**src/rtl/fetch_ctrl_if.sv**
```systemverilog
// Instruction-memory request/response bundle for the fetch controller.
// master = fetch side (drives request), slave = memory side (drives ready/response).
interface fetch_ctrl_if #(
  parameter int ADDR_WIDTH = 32,
  parameter int DATA_WIDTH = 32
);
  logic                  imem_req_valid;
  logic [ADDR_WIDTH-1:0] imem_req_addr;
  logic                  imem_req_ready;
  logic                  imem_rsp_valid;
  logic [DATA_WIDTH-1:0] imem_rsp_data;

  modport master (
    output imem_req_valid,
    output imem_req_addr,
    input  imem_req_ready,
    input  imem_rsp_valid,
    input  imem_rsp_data
  );

  modport slave (
    input  imem_req_valid,
    input  imem_req_addr,
    output imem_req_ready,
    output imem_rsp_valid,
    output imem_rsp_data
  );
endinterface

```
**src/rtl/fetch_ctrl.sv**
```systemverilog
// Fetch controller: one outstanding imem request, single-entry instruction buffer.
// Ports: clk/rst, i_pc/i_taken/i_stall in, o_pc_en + o_if_* out, imem bundle (master).
module fetch_ctrl #(
  parameter int ADDR_WIDTH = 32,
  parameter int DATA_WIDTH = 32
) (
  input  logic                  clk,
  input  logic                  rst,
  input  logic [ADDR_WIDTH-1:0] i_pc,
  input  logic                  i_taken,
  input  logic                  i_stall,
  output logic                  o_pc_en,
  fetch_ctrl_if.master          imem,
  output logic                  o_if_valid,
  output logic [DATA_WIDTH-1:0] o_if_inst,
  output logic [ADDR_WIDTH-1:0] o_if_pc
);

  typedef enum logic [1:0] {
    S_IDLE = 2'd0,
    S_REQ  = 2'd1,
    S_WAIT = 2'd2,
    S_HOLD = 2'd3
  } state_t;

  state_t                r_state;
  state_t                w_next;
  logic                  r_kill;
  logic                  w_kill_nxt;
  logic [ADDR_WIDTH-1:0] r_req_pc;
  logic                  r_if_valid;
  logic [DATA_WIDTH-1:0] r_if_inst;
  logic [ADDR_WIDTH-1:0] r_if_pc;

  logic w_accept;
  logic w_rsp;
  logic w_rsp_keep;

  assign w_accept = (r_state == S_REQ) & imem.imem_req_ready;
  assign w_rsp    = (r_state == S_WAIT) & imem.imem_rsp_valid;
  // A response is kept only if neither an earlier nor a same-cycle
  // redirect has made it stale.
  assign w_rsp_keep = w_rsp & ~r_kill & ~i_taken;

  // State register
  always_ff @(posedge clk) begin
    if (rst) begin
      r_state <= S_IDLE;
    end else begin
      r_state <= w_next;
    end
  end

  // Next-state logic
  always_comb begin
    w_next = r_state;
    unique case (r_state)
      S_IDLE: w_next = S_REQ;
      S_REQ: begin
        if (imem.imem_req_ready) w_next = S_WAIT;
      end
      S_WAIT: begin
        if (imem.imem_rsp_valid) begin
          w_next = w_rsp_keep ? S_HOLD : S_REQ;
        end
      end
      S_HOLD: begin
        if (i_taken | ~i_stall) w_next = S_REQ;
      end
      default: w_next = S_IDLE;
    endcase
  end

  // Output logic; reset masks everything, including a redirect.
  always_comb begin
    o_pc_en             = 1'b0;
    imem.imem_req_valid = 1'b0;
    imem.imem_req_addr  = i_pc;
    if (!rst) begin
      o_pc_en = i_taken | ((r_state == S_HOLD) & ~i_stall);
      imem.imem_req_valid = (r_state == S_REQ);
    end
  end

  // Kill marks the single in-flight request as stale after a redirect.
  always_comb begin
    w_kill_nxt = 1'b0;
    unique case (r_state)
      S_REQ:  w_kill_nxt = w_accept & i_taken;
      S_WAIT: w_kill_nxt = ~imem.imem_rsp_valid & (r_kill | i_taken);
      default: w_kill_nxt = 1'b0;
    endcase
  end

  // Datapath registers
  always_ff @(posedge clk) begin
    if (rst) begin
      r_kill     <= 1'b0;
      r_req_pc   <= '0;
      r_if_valid <= 1'b0;
      r_if_inst  <= '0;
      r_if_pc    <= '0;
    end else begin
      r_kill     <= w_kill_nxt;
      r_if_valid <= (w_next == S_HOLD);
      if (w_accept) begin
        r_req_pc <= i_pc;
      end
      if (w_rsp_keep) begin
        r_if_inst <= imem.imem_rsp_data;
        r_if_pc   <= r_req_pc;
      end
    end
  end

  assign o_if_valid = r_if_valid;
  assign o_if_inst  = r_if_inst;
  assign o_if_pc    = r_if_pc;

endmodule

```
**src/flat_wrapper.sv**
```systemverilog
// flat-port wrapper written by rule: the top's interface ports become plain ports
module fetch_ctrl_flat 
#(
  parameter int ADDR_WIDTH = 32,
  parameter int DATA_WIDTH = 32
)
  (clk, rst, i_pc, i_taken, i_stall, o_pc_en, o_if_valid, o_if_inst, o_if_pc, imem_imem_req_valid, imem_imem_req_addr, imem_imem_req_ready, imem_imem_rsp_valid, imem_imem_rsp_data);
  fetch_ctrl_if #(.ADDR_WIDTH(ADDR_WIDTH), .DATA_WIDTH(DATA_WIDTH)) imem_i ();
  input  logic clk;
  input  logic rst;
  input  logic [ADDR_WIDTH-1:0] i_pc;
  input  logic i_taken;
  input  logic i_stall;
  output logic o_pc_en;
  output logic o_if_valid;
  output logic [DATA_WIDTH-1:0] o_if_inst;
  output logic [ADDR_WIDTH-1:0] o_if_pc;
  output wire logic [$bits(imem_i.imem_req_valid)-1:0] imem_imem_req_valid;
  output wire logic [$bits(imem_i.imem_req_addr)-1:0] imem_imem_req_addr;
  input wire logic [$bits(imem_i.imem_req_ready)-1:0] imem_imem_req_ready;
  input wire logic [$bits(imem_i.imem_rsp_valid)-1:0] imem_imem_rsp_valid;
  input wire logic [$bits(imem_i.imem_rsp_data)-1:0] imem_imem_rsp_data;
  assign imem_imem_req_valid = imem_i.imem_req_valid;
  assign imem_imem_req_addr = imem_i.imem_req_addr;
  assign imem_i.imem_req_ready = imem_imem_req_ready;
  assign imem_i.imem_rsp_valid = imem_imem_rsp_valid;
  assign imem_i.imem_rsp_data = imem_imem_rsp_data;
  fetch_ctrl #(.ADDR_WIDTH(ADDR_WIDTH), .DATA_WIDTH(DATA_WIDTH)) u_core (.clk(clk), .rst(rst), .i_pc(i_pc), .i_taken(i_taken), .i_stall(i_stall), .o_pc_en(o_pc_en), .imem(imem_i), .o_if_valid(o_if_valid), .o_if_inst(o_if_inst), .o_if_pc(o_if_pc));
endmodule
```
**config.mk**
```make
export PLATFORM = sky130hd
export DESIGN_NAME = fetch_ctrl_flat
export DESIGN_NICKNAME = d
export VERILOG_FILES = /design/src/rtl/fetch_ctrl_if.sv /design/src/rtl/fetch_ctrl.sv /design/src/flat_wrapper.sv
export SDC_FILE = /design/constraint.sdc
export NUM_CORES = 1
export LEC_CHECK = 0
export ABC_CLOCK_PERIOD_IN_PS = 2000
export CORE_AREA = 2 2 99 101
export CTS_CLUSTER_SIZE = 14
export DETAILED_ROUTE_END_ITERATION = 7
export DIE_AREA = 0 0 101 103
export PLACE_DENSITY = 0.77
export SLEW_MARGIN = 40
export SYNTH_ARGS = -nofsm -noshare
export SYNTH_HDL_FRONTEND = slang
export SYNTH_SLANG_ARGS = --single-unit
```
**constraint.sdc**
```tcl
create_clock -name clk -period 2 [get_ports clk]
set_input_delay 0.5 -clock clk [delete_from_list [all_inputs] [get_ports clk]]
set_output_delay 0.5 -clock clk [all_outputs]
set_load 0.01 [all_outputs]
```
==> results.yml <==
logic_synthesis:
  synth_area_per_cell_um2: 7.96
  syn-cell-area_um2: 3840
  syn-num-nets: 558
  synth_top_area_share: 0.521
  yosys_warnings: 0
  ys_seq_elements: 100
  synth_top_area_cell: "dfxtp_1"
  synth_edf_count: 0
  synthDistinctLibCells: 22
  async_reset_ff_frac: 0
  synth-main-ff-cell: "dfxtp_1"
  synth_cells: 483
  synth.area.top_cells: "dfxtp_1 52%, nand2_1 19%, a21oi_1 13%, buf_4 6.6%, ha_1 1.6%"
  ys_seq_area_frac: 0.521
grt:
  grt_pass1_vias: 3447
  overflow: 0
  grt_pass1_wl_um: 15400
  grt_max_degree: 75
  grt.total_usage: 0.182
  antenna_found_initial: 0
setup_path:
  end_kind: "primary output"
  worstPathMaxFanout: 2
  required_ns: 1.50
  cp.arrival_ns: 1.45
  critical_path_class: "in2out"
  worstSetupStartpointType: "input port"
routing:
  drc: 0
  dr.pass1.iters: 5
  drt_first_iter_violations: 78
  wl_um: 9560
  via_per_inst: 4.76
  vias: 3572
  wl_per_cell_um: 12.7
  ant_nets: 0
floorplan:
  initial_core_util: 0.406
  fp.dieH_um: 103
  die_area_um2: 10400
  core_area_um2: 9460
  fp.dieW_um: 101
  pin_count: 169
  rows: 36
cts:
  clockRootBuffer: "clkbuf_8"
  htree_levels: 3
  cts_tree: "yes"
  post_cts_buffers: 0
  clock_latency_ns: 0.34
  cts.path.max_buffers: 2
  path_clk_slew_ns: 0.09
  numCtsBuffers: 9
  clock_sinks: 100
min_path:
  hp-class: "reg2reg"
job:
  cap_violations: 0
layout:
  antenna_cells: 0
  areaGrowthSynthToFinish_pct: 47.9
  design_area_um2: 5690
  drive_above_1_share: 0.0881
  fillers: 854
  final_nets: 706
  fin_util: 0.601
sta:
  skew_ns: 0.00799
  report.final.slew_viol_count: 0
  min_period_over_period: 0.975
  setup_slack_ns: 0.0503
  slew-limit-headroom: 0.497
  grt_setup_unrepaired: "no"
  hold_viol: 0
  tightest_slew_ns: 0.754
  setup_viol: 0
  max_freq_ghz: 0.513
  whs_ns: 0.456
  min_period_ns: 1.95
placed_design:
  post-place-ws_ns: -0.200
  portBuffers: 168
  dpl_cell_area_um2: 5550
  gp_congestion: 0.816
  post-dp-hpwl_um: 6790
power:
  power_density_nw_per_um2: 633
  p_leak_nw: 2.05
  ir_worst_vdd_uv: 324
status:
  status: "finished clean"
## worst max-delay path, stage by stage
cell             delay (ns)
clkdlybuf4s50_1        0.48
inv_1                  0.06
a21oi_2                0.14
nor2_1                 0.05
clkdlybuf4s15_1        0.22
## stage by stage
stage          instances  TNS [ns]  power [W]
5_1_grt              750         0    0.00376
6_report             750         0    0.00360
3_3_place_gp         734    -0.834    0.00252
2_1_floorplan        483         0    0.00227
3_5_place_dp         734     -1.10    0.00252
4_1_cts              750         0    0.00365
## metal layers
metal	track usage	vias up	routed length, um
met5	0	-	0
met4	0.0644	0	162
met3	0.0488	15	775
met2	0.334	140	4730
met1	0.204	1609	3900
li1	-	1808	-
## synthesized netlist by cell type, types with 2 or more instances
master	n
dfxtp_1	100
buf_4	34
buf_6	5
and3b_1	2
inv_1	4
nor2_1	3
ha_1	5
nor2b_1	2
nand2_1	194
clkbuf_1	11
buf_1	3
buf_2	11
a21oi_1	100
## area by class of cell
| cell class | count | area (um^2) | share of cell area |
|---|---|---|---|
| Clock inverter | 5 | 37.5 | 0.00660 |
| Timing Repair Buffer | 201 | 1920 | 0.337 |
| Tap cell | 114 | 143 | 0.0251 |
| Clock buffer | 11 | 141 | 0.0249 |
| Multi-Input combinational cell | 315 | 1430 | 0.251 |
| Sequential cell | 100 | 2000 | 0.352 |
| Inverter | 4 | 15.0 | 0.00264 |
## power by group
group	leakage, nW	switching [W]	internal [W]
Sequential	0.809	0.0000187	0.00203
Combinational	1.16	0.000172	0.000232
Clock	0.0855	0.000659	0.000490
Total	2.05	0.000850	0.00275
## logic make-up (layout without fill, tap and decap cells)
kind of cell / after synthesis / after routing / synth area share
flops: 100 / 100 / 0.521
buf+inv: 68 / 221 / 0.113
fa+ha+maj: 5 / 5 / 0.0163
compound gates: 104 / 104 / 0.139
simple gates: 206 / 206 / 0.211
## state kept, by name, indices dropped and copies added (netlist names)
name / cells
u_core.r_state: 2
u_core.o_if_pc: 32
u_core.o_if_valid: 1
u_core.o_if_inst: 32
u_core.r_req_pc: 32
u_core.r_kill: 1
## cells in the final DEF (no fill, tap or decap), types with 2 or more instances in the layout
cell               n
a21oi_1           99
clkinvlp_4         2
ha_1               5
nor2b_1            2
inv_1              4
and3b_1            2
nor2_1             3
dfxtp_1           99
clkbuf_8          10
buf_12             3
dlygate4sd2_1     32
buf_4             31
clkinv_4           2
nand2_1          194
clkdlybuf4s50_1  133
## repair_timing
item                       4_1_cts  5_1_grt
hold buffers                     0        0
hold endpoints to repair         0        0
gates resized for setup         36        3
pin swaps                        0        0
setup endpoints to repair       34        2
## path summary, 6_finish.rpt
check,start,to,slack [ns],cells after the start
worst min register to register,u_core.r_req_pc[13],u_core.o_if_pc[13],0.46,2
worst min-delay path,u_core.r_req_pc[13],u_core.o_if_pc[13],0.46,2
worst max register to register,u_core.r_state[0],u_core.o_if_inst[13],0.28,7
worst max-delay path,i_stall,o_pc_en,0.05,5
No activity file was read; power rests on OpenSTA's default activity.
